--- src/rtl/score_arb_pkg.sv ---
// rtl/score_arb_pkg.sv - FSM state type, class-index width helper and score compare for score_topk_arbiter
// Ports: none (package).
package score_arb_pkg;

  typedef enum logic [1:0] {
    IDLE = 2'd0,
    SCAN = 2'd1,
    DONE = 2'd2
  } arb_state_t;

  // Widest score the compare helper handles; callers zero-extend into it.
  localparam int SCORE_MAX_W = 64;

  function automatic int cls_w(input int n);
    return (n > 1) ? $clog2(n) : 1;
  endfunction

  // Strict a > b over the low 'width' bits. Flipping the sign bit of both
  // operands turns a two's-complement ordering into an unsigned one.
  function automatic logic score_gt(input logic [SCORE_MAX_W-1:0] a,
                                    input logic [SCORE_MAX_W-1:0] b,
                                    input logic                   is_signed,
                                    input int                     width);
    logic [SCORE_MAX_W-1:0] flip;
    flip = {{(SCORE_MAX_W-1){1'b0}}, is_signed} << (width - 1);
    return (a ^ flip) > (b ^ flip);
  endfunction

endpackage

--- src/rtl/score_top2_merge.sv ---
// rtl/score_top2_merge.sv - combinational merge of one LANES-wide candidate slice into best/runner-up state
// Ports: cfg_signed selects compare mode; base is the class index of lane 0;
//        cand_scores/cand_mask carry the slice; cur_* is the incoming
//        best/runner state, nxt_* the updated state.
module score_top2_merge
  import score_arb_pkg::*;
#(
  parameter int DATA_WIDTH = 16,
  parameter int LANES      = 1,
  parameter int CLS_W      = 4
) (
  input  logic                        cfg_signed,
  input  logic [CLS_W-1:0]            base,
  input  logic [LANES*DATA_WIDTH-1:0] cand_scores,
  input  logic [LANES-1:0]            cand_mask,
  input  logic                        cur_best_set,
  input  logic [CLS_W-1:0]            cur_best_idx,
  input  logic [DATA_WIDTH-1:0]       cur_best_score,
  input  logic                        cur_runner_set,
  input  logic [CLS_W-1:0]            cur_runner_idx,
  input  logic [DATA_WIDTH-1:0]       cur_runner_score,
  output logic                        nxt_best_set,
  output logic [CLS_W-1:0]            nxt_best_idx,
  output logic [DATA_WIDTH-1:0]       nxt_best_score,
  output logic                        nxt_runner_set,
  output logic [CLS_W-1:0]            nxt_runner_idx,
  output logic [DATA_WIDTH-1:0]       nxt_runner_score
);

  function automatic logic gt(input logic [DATA_WIDTH-1:0] a,
                              input logic [DATA_WIDTH-1:0] b,
                              input logic                  sgn);
    return score_gt(SCORE_MAX_W'(a), SCORE_MAX_W'(b), sgn, DATA_WIDTH);
  endfunction

  // Lanes are folded in ascending order, so with strict compares an equal
  // score never displaces an earlier (lower) index.
  always_comb begin
    nxt_best_set     = cur_best_set;
    nxt_best_idx     = cur_best_idx;
    nxt_best_score   = cur_best_score;
    nxt_runner_set   = cur_runner_set;
    nxt_runner_idx   = cur_runner_idx;
    nxt_runner_score = cur_runner_score;
    for (int i = 0; i < LANES; i++) begin
      if (cand_mask[i]) begin
        if (!nxt_best_set ||
            gt(cand_scores[i*DATA_WIDTH +: DATA_WIDTH], nxt_best_score, cfg_signed)) begin
          if (nxt_best_set) begin
            nxt_runner_set   = 1'b1;
            nxt_runner_idx   = nxt_best_idx;
            nxt_runner_score = nxt_best_score;
          end
          nxt_best_set   = 1'b1;
          nxt_best_idx   = base + CLS_W'(i);
          nxt_best_score = cand_scores[i*DATA_WIDTH +: DATA_WIDTH];
        end else if (!nxt_runner_set ||
                     gt(cand_scores[i*DATA_WIDTH +: DATA_WIDTH], nxt_runner_score, cfg_signed)) begin
          nxt_runner_set   = 1'b1;
          nxt_runner_idx   = base + CLS_W'(i);
          nxt_runner_score = cand_scores[i*DATA_WIDTH +: DATA_WIDTH];
        end
      end
    end
  end

endmodule

--- src/rtl/score_topk_arbiter.sv ---
// rtl/score_topk_arbiter.sv - sequential best/runner-up scan over a packed class score vector
// Ports: clk, rst (sync, active-high); in_valid/in_ready/in_scores with
//        cfg_signed/cfg_threshold sampled at accept; out_valid/out_ready with
//        out_class, out_score, out_runner, out_margin, out_low_conf.
module score_topk_arbiter
  import score_arb_pkg::*;
#(
  parameter  int DATA_WIDTH  = 16,
  parameter  int NUM_CLASSES = 15,
  parameter  int LANES       = 1,
  localparam int CLS_W       = cls_w(NUM_CLASSES)
) (
  input  logic                              clk,
  input  logic                              rst,
  input  logic                              in_valid,
  output logic                              in_ready,
  input  logic [NUM_CLASSES*DATA_WIDTH-1:0] in_scores,
  input  logic                              cfg_signed,
  input  logic [DATA_WIDTH-1:0]             cfg_threshold,
  output logic                              out_valid,
  input  logic                              out_ready,
  output logic [CLS_W-1:0]                  out_class,
  output logic [DATA_WIDTH-1:0]             out_score,
  output logic [CLS_W-1:0]                  out_runner,
  output logic [DATA_WIDTH-1:0]             out_margin,
  output logic                              out_low_conf
);

  localparam int STEPS  = (NUM_CLASSES + LANES - 1) / LANES;
  localparam int STEP_W = cls_w(STEPS);
  localparam int SLICE  = LANES * DATA_WIDTH;
  // Padded to whole steps so the last slice never reads past the vector.
  localparam int PAD_W  = STEPS * SLICE;

  arb_state_t state, state_d;
  logic       accept;

  logic [PAD_W-1:0]      scores_q;
  logic                  signed_q;
  logic [DATA_WIDTH-1:0] thresh_q;
  logic [STEP_W-1:0]     step_q;
  logic                  last_step;

  logic                  best_set_q, runner_set_q;
  logic [CLS_W-1:0]      best_idx_q, runner_idx_q;
  logic [DATA_WIDTH-1:0] best_score_q, runner_score_q;
  logic [DATA_WIDTH-1:0] margin_q;
  logic                  low_conf_q;

  logic [PAD_W-1:0]      shifted;
  logic [SLICE-1:0]      cand_scores;
  logic [LANES-1:0]      lane_mask;
  logic [CLS_W-1:0]      base;

  logic                  nb_set, nr_set;
  logic [CLS_W-1:0]      nb_idx, nr_idx;
  logic [DATA_WIDTH-1:0] nb_score, nr_score;
  logic [DATA_WIDTH:0]   diff;
  logic [DATA_WIDTH-1:0] margin_d;

  assign last_step = (step_q == STEP_W'(STEPS - 1));

  always_comb begin
    shifted     = scores_q >> (int'(step_q) * SLICE);
    cand_scores = shifted[SLICE-1:0];
    base        = CLS_W'(int'(step_q) * LANES);
    for (int i = 0; i < LANES; i++) begin
      lane_mask[i] = ((int'(step_q) * LANES + i) < NUM_CLASSES);
    end
  end

  score_top2_merge #(
    .DATA_WIDTH (DATA_WIDTH),
    .LANES      (LANES),
    .CLS_W      (CLS_W)
  ) u_merge (
    .cfg_signed       (signed_q),
    .base             (base),
    .cand_scores      (cand_scores),
    .cand_mask        (lane_mask),
    .cur_best_set     (best_set_q),
    .cur_best_idx     (best_idx_q),
    .cur_best_score   (best_score_q),
    .cur_runner_set   (runner_set_q),
    .cur_runner_idx   (runner_idx_q),
    .cur_runner_score (runner_score_q),
    .nxt_best_set     (nb_set),
    .nxt_best_idx     (nb_idx),
    .nxt_best_score   (nb_score),
    .nxt_runner_set   (nr_set),
    .nxt_runner_idx   (nr_idx),
    .nxt_runner_score (nr_score)
  );

  // Raw-bit subtraction is exact for both modes because best >= runner
  // under the active ordering. No runner (single class) reports zero.
  always_comb begin
    diff     = {1'b0, nb_score} - {1'b0, nr_score};
    margin_d = nr_set ? diff[DATA_WIDTH-1:0] : '0;
  end

  always_ff @(posedge clk) begin
    if (rst) begin
      state <= IDLE;
    end else begin
      state <= state_d;
    end
  end

  always_comb begin
    state_d   = state;
    in_ready  = 1'b0;
    out_valid = 1'b0;
    accept    = 1'b0;
    case (state)
      IDLE: begin
        in_ready = 1'b1;
        if (in_valid) begin
          accept  = 1'b1;
          state_d = SCAN;
        end
      end
      SCAN: begin
        if (last_step) state_d = DONE;
      end
      DONE: begin
        out_valid = 1'b1;
        if (out_ready) state_d = IDLE;
      end
      default: state_d = IDLE;
    endcase
  end

  always_ff @(posedge clk) begin
    if (rst) begin
      scores_q       <= '0;
      signed_q       <= 1'b0;
      thresh_q       <= '0;
      step_q         <= '0;
      best_set_q     <= 1'b0;
      best_idx_q     <= '0;
      best_score_q   <= '0;
      runner_set_q   <= 1'b0;
      runner_idx_q   <= '0;
      runner_score_q <= '0;
      margin_q       <= '0;
      low_conf_q     <= 1'b0;
    end else if (accept) begin
      scores_q       <= PAD_W'(in_scores);
      signed_q       <= cfg_signed;
      thresh_q       <= cfg_threshold;
      step_q         <= '0;
      best_set_q     <= 1'b0;
      best_idx_q     <= '0;
      best_score_q   <= '0;
      runner_set_q   <= 1'b0;
      runner_idx_q   <= '0;
      runner_score_q <= '0;
      margin_q       <= '0;
      low_conf_q     <= 1'b0;
    end else if (state == SCAN) begin
      step_q         <= step_q + 1'b1;
      best_set_q     <= nb_set;
      best_idx_q     <= nb_idx;
      best_score_q   <= nb_score;
      runner_set_q   <= nr_set;
      runner_idx_q   <= nr_idx;
      runner_score_q <= nr_score;
      if (last_step) begin
        margin_q   <= margin_d;
        low_conf_q <= (margin_d < thresh_q);
      end
    end
  end

  assign out_class    = best_idx_q;
  assign out_score    = best_score_q;
  assign out_runner   = runner_idx_q;
  assign out_margin   = margin_q;
  assign out_low_conf = low_conf_q;

endmodule

--- config.mk ---
export PLATFORM = sky130hd
export DESIGN_NAME = score_topk_arbiter
export DESIGN_NICKNAME = d
export VERILOG_FILES = /design/src/rtl/score_arb_pkg.sv /design/src/rtl/score_top2_merge.sv /design/src/rtl/score_topk_arbiter.sv
export SDC_FILE = /design/constraint.sdc
export NUM_CORES = 1
export LEC_CHECK = 0
export ABC_AREA = 1
export BUFFER_PORTS_ARGS = -buffer_cell sky130_fd_sc_hd__clkbuf_2
export CELL_PAD_IN_SITES_DETAIL_PLACEMENT = 0
export CELL_PAD_IN_SITES_GLOBAL_PLACEMENT = 1
export CORE_ASPECT_RATIO = 2
export CORE_MARGIN = 8
export CORE_UTILIZATION = 43
export DETAILED_ROUTE_END_ITERATION = 8
export GPL_TIMING_DRIVEN = 1
export PLACE_DENSITY_LB_ADDON = 0.1
export SLEW_MARGIN = 30
export SYNTH_ARGS = -nofsm -noshare
export SYNTH_HDL_FRONTEND = slang
export SYNTH_SLANG_ARGS = --single-unit
--- constraint.sdc ---
create_clock -name clk -period 8.53 [get_ports clk]
set_input_delay 0.4265 -clock clk [delete_from_list [all_inputs] [get_ports clk]]
set_output_delay 0.4265 -clock clk [all_outputs]
set_load 0.02 [all_outputs]
Word level (Yosys, flattened, before mapping) --
Index checks and enable logic that the tools add are counted.
Storage, ports and cells: flip-flop bits (word level) 322, latch bits 0, bits in writable memories 0, ROM bits 0, input bits 261, output and inout bits 43, logic and storage cells 63, memories kept 0
Operators by class: add/sub/neg operators 2, multiply operators 0, div/mod/pow operators 0, order comparisons 4, equal/unequal tests 7, shift operators 1, multiplexer cells 22, bitwise operators 3, reduce and logical (&&, ||, !) cells 11
Operator list (number):
- $shr A240 B8 Y16 | 1
- $mux W16 | 7
- $gt A16 B64 Y1 | 1
- $gt A64 B64 Y1 | 1
- $xor A16 B16 Y16 | 3
- $lt A16 B16 Y1 | 1
- $sub A16 B16 Y16 | 1
- $mux W4 | 3
- $mux W1 | 8
- $ne A2 B2 Y1 const B | 4
- $mux W2 | 3
- $pmux W2 S3 | 1
- $reduce_and A3 Y1 | 2
- $add A4 B1 Y4 const B | 1
- $eq A4 B4 Y1 const B | 1
- $lt A4 B4 Y1 const B | 1
- $reduce_and A4 Y1 | 1
- $eq A2 B1 Y1 const B | 1
- $eq A2 B2 Y1 const B | 1
- $logic_not A1 Y1 | 2
- $logic_not A2 Y1 | 1
- $logic_or A1 B1 Y1 | 2
- $reduce_and A2 Y1 | 1
- $reduce_bool A2 Y1 | 1
- $reduce_or A2 Y1 | 1

Logic depth before layout (Yosys ltp) --
Gate-level depths: netlist (run 1).
word-level depth 10, mapped depth 53, mapped depth without buffers 49

Modules after synthesis --
From an unflattened synthesis (run 1), not the netlist that was laid out.
Unflattened totals: cells, all modules 2452, area total of the unflattened synthesis 16768.6 µm²
By module, submodules not included:
- score_topk_arbiter | instances 1, cells each 2018, area an instance 14495.2 µm², seq. area each 6446.2 µm²
- score_top2_merge | instances 1, cells each 434, area an instance 2273.4 µm², seq. area each 0.0 µm²

Worst setup path after synthesis (run 1) --
No wires, ideal clock.
path kind register to register, from register step_q[1], to register low_conf_q (netlist: out_low_conf), library setup time 70 ps, arrival time 5179 ps, setup slack 3281 ps, cell stages (with the launch flop) 45, path buffers 5, period minus slack after synthesis 5249 ps, path through dfxtp_1 > buf_6 > nand2_4 > inv_2 > buf_6 > buf_6 > a22oi_2 > o21ai_1 > a22o_1 > nor2_2 > inv_1 > ha_1 > nand2_1 > nor2_1 > nand2_1 > nand2_1 > nand2_1 > nand2_1 > [9 not listed] > nand2_1 > nand2_1 > a31oi_1 > a21boi_1 > o21ai_1 > nand2_1 > nand2_1 > or2_1 > nand3_1 > inv_1 > ha_1 > nand2_1 > nor2_1 > a211oi_1 > o21ai_0 > nand3_1 > nand3_1 > a21oi_1
On the way: elaborated cells on any way between the ends 20
RTL lines:
- start, declared | RTL line score_topk_arbiter.sv:41 | logic [STEP_W-1:0] step_q;
- start signal, assigned | RTL line score_topk_arbiter.sv:162 | step_q <= step_q + 1'b1;
- $shr A240 B8 Y16 | RTL line score_topk_arbiter.sv:64 | shifted = scores_q >> (int'(step_q) * SLICE);
- $xor A16 B16 Y16 | RTL line score_arb_pkg.sv:26 | return (a ^ flip) > (b ^ flip);
- $gt A16 B64 Y1 | RTL line score_arb_pkg.sv:26
- $logic_or A1 B1 Y1 | RTL line score_top2_merge.sv:47 | if (!nxt_best_set ||
- $mux W16 | RTL line score_top2_merge.sv:47
- $mux W16 (*) | RTL line score_top2_merge.sv:46 | if (cand_mask[i]) begin
- named net nb_score[1] | RTL line score_topk_arbiter.sv:57 | logic [DATA_WIDTH-1:0] nb_score, nr_score;
- $sub A16 B16 Y16 (*) | RTL line score_topk_arbiter.sv:98 | diff = {1'b0, nb_score} - {1'b0, nr_score};
- $mux W16 (*) | RTL line score_topk_arbiter.sv:99 | margin_d = nr_set ? diff[DATA_WIDTH-1:0] : '0;
- named net margin_d[11] | RTL line score_topk_arbiter.sv:59 | logic [DATA_WIDTH-1:0] margin_d;
- $lt A16 B16 Y1 (*) | RTL line score_topk_arbiter.sv:171 | low_conf_q <= (margin_d < thresh_q);
- end signal, assigned | RTL line score_topk_arbiter.sv:171
- end, declared | RTL line score_topk_arbiter.sv:48 | logic low_conf_q;
Mark *: on every way through the listed nets, which the timed path passes. The rest lies on a longest branch. A chain may end at the register's enable or synchronous reset.

Final worst setup path (run 1) --
from register step_q[0], to register low_conf_q (netlist: out_low_conf)
On the way: cells in the longest elaborated chain, start to end 10, elaborated cells on any way between the ends 20
Ends and longest elaborated chain:
- $shr A240 B8 Y16 | RTL line score_topk_arbiter.sv:64
- $xor A16 B16 Y16 | RTL line score_arb_pkg.sv:26
- $gt A64 B64 Y1 | RTL line score_arb_pkg.sv:26
- $logic_or A1 B1 Y1 | RTL line score_top2_merge.sv:57 | end else if (!nxt_runner_set ||
- $mux W16 | RTL line score_top2_merge.sv:57
- $mux W16 | RTL line score_top2_merge.sv:47
- $mux W16 (*) | RTL line score_top2_merge.sv:46
- named net nr_score[0] | RTL line score_topk_arbiter.sv:57
- $sub A16 B16 Y16 (*) | RTL line score_topk_arbiter.sv:98
- $mux W16 (*) | RTL line score_topk_arbiter.sv:99
- named net margin_d[10] | RTL line score_topk_arbiter.sv:59
- $lt A16 B16 Y1 (*) | RTL line score_topk_arbiter.sv:171
Marked as above.

==> results of run 1 <==
[layout by cell type (no fill, tap or decap), types with 4 or more instances in the layout]
cell type and n:
ha_1 64, nand2_2 8, o21ai_1 31, nor3_1 4
inv_1 143, o211ai_1 20, o22ai_1 10, clkbuf_16 31
o21bai_1 4, a221oi_1 17, nand3_1 38, nand3_2 6
o21ai_0 440, nand4_1 4, clkbuf_1 4, inv_2 6
nand2_1 208, a31oi_1 4, nor2_2 7, dfxtp_1 321
a22oi_2 10, clkbuf_8 8, nor2_1 605, clkinv_2 6
a211oi_1 5, buf_4 16, inv_6 4, clkbuf_2 303
a21oi_1 117, a22oi_1 23
[worst min-delay path, stage by stage]
cell	delay [ns]
clkbuf_2	0.07
o21ai_0	0.07
nor2_1	0.07
[state kept, by name, summed over array words and instances, names as in the netlist]
register and count:
signed_q 1, state 2, scores_q 240, runner_score_q 16
out_low_conf 1, runner_set_q 1, thresh_q 16, out_class 4
best_set_q 1, out_score 16, out_margin 16, out_runner 4
step_q 4
[layout make-up]
type	count	area, sq um	area share (%)
clock buffer	43	901	4.84
inverter	154	593	3.19
multi-input combinational	1657	8230	44.3
clock inverter	15	184	0.989
tap	459	574	3.09
timing repair buffer	321	1670	8.97
sequential	322	6450	34.7
[power by group]
| part | internal [W] | switching (W) | total (W) |
|---|---|---|---|
| sequential | 0.00162 | 0.0000794 | 0.00170 |
| combinational | 0.000293 | 0.000553 | 0.000846 |
| clock | 0.000836 | 0.000644 | 0.00148 |
| total | 0.00275 | 0.00128 | 0.00402 |
[cells by family after synthesis]
kind of cell             Yosys count
AND/OR/NAND/NOR                  892
XOR/XNOR                           3
flip-flops                       322
buffers and inverters            307
AO/OA/AOI/OAI                    697
adder cells (fa/ha/maj)           65
[metal layers]
metal | global-route usage (%) | wire (microns) | vias up
met4 | 9.02 | 1820 | 0
met3 | 4.26 | 3830 | 79
li1 | - | - | 7967
met1 | 35.3 | 27000 | 7251
met2 | 42.9 | 27100 | 582
met5 | 0 | 0 | -
[through the flow]
stage	instances	power (W)	area (sq um)	util, %
after global routing	2971	0.00423	18600	50.4
after global placement	2913	0.00257	17500	47.4
after detailed placement	2913	0.00257	17500	47.4
final	2971	0.00402	18600	50.4
after floorplan	2286	0.00227	16000	-
after CTS	2971	0.00404	18600	50.4
[final timing paths]
check,to,cells after the start
max reg2reg,out_low_conf,47
min,scores_q[84],3
min reg2reg,scores_q[211],2
max,out_low_conf,47
==> flow_summary.toml, run 1 <==
[critical_path]
max_stage_delay_ns = 0.80
rrSetupSlack_ns = 0.94
critPathSlowestCell = "dfxtp_2"
crit_arrival_ns = 8.13
r2r_start = "step_q[0]"
crit_path_end_kind = "flip-flop"
cp_data_required_time_ns = 9.06
cp-startpoint = "step_q[0]"
path_class = "reg2reg"
crit_family = "simple AND/OR/NAND/NOR gates"
critical_path.most_common_cell = "nand2_1"
worstSetupStartpointType = "flip-flop"
crit_fanout = 47
timing.critical_path.buf_inv = 6

[sta]
finClkSkew_ns = 0.0159
fin_crit_sh_pct = 89.0
setup_slack_ns = 0.935
fin_crit_ns = 7.59
rsz0062_at_grt = "false"
finalSetupTns_ns = 0
tightest_slew_ns = 0.996
whs_ns = 0.0777
relSlewSlack_pct = 33.5
hold_viol = 0
setup_viol = 0
fmax_mhz = 132
slew_violations = 0

[final_layout]
antennaDiodeCount = 0
fillerInstances = 3787
nets = 2813
drive_gt1_share_pct = 16.9
area_growth_pct = 16.6

[yosys]
muxShareOfSynthArea_pct = 0
syn_nets = 2612
synth_top_area_cell = "dfxtp_1"
ys_seq_area_share_pct = 40.4
synth_top_area_share_pct = 40.4
synth_edf_count = 0
synthSimpleGateAreaFrac_pct = 22.1
yosysMostFrequentCell = "nor2_1"
synth_seq_cells = 322
synth_warnings = 0
synth_fa_ha_area_share_pct = 5.14
synth-compound-area-share_pct = 24.1
synth_area_leaders = "dfxtp_1, nor2_1, o21ai_0"
synth_top_family_by_area = "compound AO/OA/AOI/OAI gates"
synth_area_sq_um = 16000
syn-instance-count = 2286
synthXorXnorAreaFrac_pct = 0.165
ys_types = 49
synthTopCellsByCount = "nor2_1, o21ai_0, dfxtp_1"
synth_ff_type = "dfxtp_1"
async_flop_share_pct = 0
avgSynthCellArea_sq_um = 6.98

[global_route]
grt-ovfl-total = 0
grt_usage_pct = 26.5
antenna_found_initial = 0
grt_pass1_wl_mm = 91.3
grt_max_degree = 150
first_global_vias = 15200

[pwr]
p_leak_nw = 8.46
irDropWorstVdd_v = 0.000160
power_density_nw_per_um2 = 216

[clocking]
clock_path_buffers = 3
post_cts_resized = 0
cts_root_buf = "clkbuf_16"
cts_hold_buf = 0
clock_latency_ns = 0.60
cts_num_sinks = 322
h-tree-depth = 1
cts_buffers = 31
cts_tree = "built"
clk_pin_slew_ns = 0.07
postCtsSetupRepairBufs = 0

[floorplanning]
row_count = 100
dieArea_sq_um = 43900
die_h_microns = 288
boundaryPins = 304
fp.dieW_microns = 152
core_sq_um = 36900
start_util_pct = 43.2

[placed_design]
gp_congestion = 0.950
portBuffers = 303
pre_cts_ws_ns = 1.03
dpl.hpwl_mm = 44.5

[job]
cap_violations = 0

[hold_path]
min_path_type = "in2reg"
holdCritStartpoint = "in_scores[84]"

[routing]
drtIter0Drc = 1162
drt_wl_total_mm = 59.7
avgRoutedWirePerCell_microns = 20.1
vias_per_cell = 5.34
drc = 0
dr.pass1.iters = 5
ant_nets = 0
via_count = 15900

[status]
status = "complete, no violations"
Note: power is estimated with default switching activity, not from simulation.
==> inputs of run 2 (changes only) <==
Settings changed: CORE_UTILIZATION 43 to 44, CTS_BUF_LIST set to sky130_fd_sc_hd__clkbuf_4 sky130_fd_sc_hd__clkbuf_8, SYNTH_HIERARCHICAL set to 1.
==> run 2 against run 1 <==
Against the previous run:
- clock power fell by 13%
- via count rose by 6.6%
- first-iteration DRC count rose by 0.52%
- synthesized cell count rose by 7.3%
- sequential power barely moved
- power fell by 5.4%
- design area rose by 2.4%
- utilization barely moved
- worst setup slack improved by 0.47 ns
- global-route usage rose by 1.6 points
- worst hold slack improved by 0.0034 ns
- largest power group unchanged
==> flow_summary.toml, run 2 <==
[status]
status = "complete, no violations"

[floorplanning]
start_util_pct = 44.4
core_sq_um = 37800
die_h_microns = 292
dieArea_sq_um = 45000
row_count = 101
boundaryPins = 304
fp.dieW_microns = 154

[sta]
tightest_slew_ns = 0.935
fin_crit_ns = 7.13
fmax_mhz = 140
slew_violations = 0
hold_viol = 0
setup_viol = 0
rsz0062_at_grt = "false"
finalSetupTns_ns = 0
relSlewSlack_pct = 37.7
whs_ns = 0.0811
fin_crit_sh_pct = 83.5
finClkSkew_ns = 0.0310

[yosys]
synth_edf_count = 0
syn_nets = 2778
synth_top_area_cell = "dfxtp_1"
yosysMostFrequentCell = "nor2_1"
ys_seq_area_share_pct = 38.4
synthTopCellsByCount = "nor2_1, nand2_1, o21ai_0"
syn-instance-count = 2452
async_flop_share_pct = 0
synth_warnings = 6
synth_top_area_share_pct = 38.4
avgSynthCellArea_sq_um = 6.84
synth_area_sq_um = 16800
synth_area_leaders = "dfxtp_1, nor2_1, o21ai_0"
synth_seq_cells = 322
ys_types = 47
synth_ff_type = "dfxtp_1"

[clocking]
clk_pin_slew_ns = 0.07
cts_tree = "built"
post_cts_resized = 0
cts_num_sinks = 322
cts_buffers = 47
cts_hold_buf = 0
h-tree-depth = 2
clock_latency_ns = 0.60
postCtsSetupRepairBufs = 0
clock_path_buffers = 3
cts_root_buf = "clkbuf_8"

[critical_path]
critPathSlowestCell = "dfxtp_1"
crit_arrival_ns = 7.58
cp_data_required_time_ns = 8.99
max_stage_delay_ns = 0.70
path_class = "reg2reg"
worstSetupStartpointType = "flip-flop"
crit_path_end_kind = "flip-flop"
critical_path.most_common_cell = "nand2_1"
crit_fanout = 57

[placed_design]
dpl.hpwl_mm = 49.0
portBuffers = 303
gp_congestion = 0.912

[routing]
drt_wl_total_mm = 64.6
via_count = 16900
dr.pass1.iters = 5
drc = 0
ant_nets = 0
avgRoutedWirePerCell_microns = 20.5
drtIter0Drc = 1168
vias_per_cell = 5.37

[pwr]
total_power_w = 0.00381
p_leak_nw = 8.59
irDropWorstVdd_v = 0.000117
power_density_nw_per_um2 = 200

[final_layout]
area_growth_pct = 13.6
multi_input_area_sq_um = 8620
fillerInstances = 4010
seqCellArea_sq_um = 6450
final_cell_mix = "nor2_1, nand2_1, o21ai_0"
regMostFlops = "scores_q"
mostFrequentLayoutCell = "nor2_1"
largest_reg_flops = 240
drive_gt1_share_pct = 16.5
nets = 2983

[job]
cap_violations = 0

[global_route]
grt_pass1_wl_mm = 97.3
antenna_found_initial = 1
grt-ovfl-total = 0
first_global_vias = 16900
grt_max_degree = 139
grt_usage_pct = 28.1

[hold_path]
min_path_type = "in2reg"
-- run 2: changes by cell type after synthesis, sizes merged, moves of 38 or more --
cell / before / now
buf: 51 / 98
clkbuf: 102 / 64
inv: 152 / 198
nand2: 218 / 396
nand3: 44 / 111
nor2: 615 / 542
o21ai: 471 / 398
-- run 2: cell type report --
type	instances	share of cell area, %
multi-input cells	1768	45.3
repair buffers	319	8.76
flip-flops and latches	322	33.9
clock buffers	73	4.82
diodes	1	0.0131
well taps	463	3.04
inverters	199	4.03
clock inverters	6	0.191
-- run 2: routing by layer --
metal  vias up  wire length [microns]  global-route usage (%)
li1       8404                      -                       -
met1      7777                  21600                    26.5
met2       550                  34800                    53.5
met3       199                   2880                    4.06
met4         0                   5310                    21.1
met5         -                      0                       0
-- run 2: critical path, delay by kind of cell, from the launching register on --
kind                       cells  cell delay, ns
AOI/OAI and AO/OA              6            1.02
adders and majority gates      3            1.12
buffers and inverters          5            0.83
DFF                            1            0.70
and+or+nand+nor               19            3.21
-- run 2: path summary, 6_finish.rpt --
kind,end,slack (ns),from,depth (start not counted)
worst max-delay path,out_low_conf,1.40,step_q[1],33
worst min-delay path,scores_q[189],0.08,in_scores[189],3
worst max register to register,out_low_conf,1.40,step_q[1],33
worst min register to register,scores_q[156],0.45,scores_q[156],2
-- run 2: cell families (layout without fill, tap and decap cells) --
family,count (synthesis),in the layout,synth area share [%]
AND/OR/NAND/NOR,1070,1070,25.6
AO/OA/AOI/OAI,629,629,20.6
buffers and inverters,362,597,10.3
flip-flops,322,322,38.4
adder cells (fa/ha/maj),65,65,4.89
XOR/XNOR,4,4,0.209
other,0,1,0
-- run 2: through the flow --
step / std cells / instance area (sq um) / setup WS, ns / utilization [%]
after CTS: 3149 / 19000 / 1.43 / 50.3
after detailed placement: 3070 / 18000 / 1.47 / 47.8
after floorplan: 2452 / 16800 / 3.91 / -
final: 3151 / 19000 / 1.40 / 50.4
after global placement: 3070 / 18000 / 1.49 / 47.8
after global routing: 3151 / 19000 / 1.04 / 50.4
-- run 2: report_power, final --
part	leakage, nW	switching [W]	internal (W)
logic	5.42	0.000556	0.000280
registers	2.66	0.0000658	0.00161
clock network	0.514	0.000612	0.000681
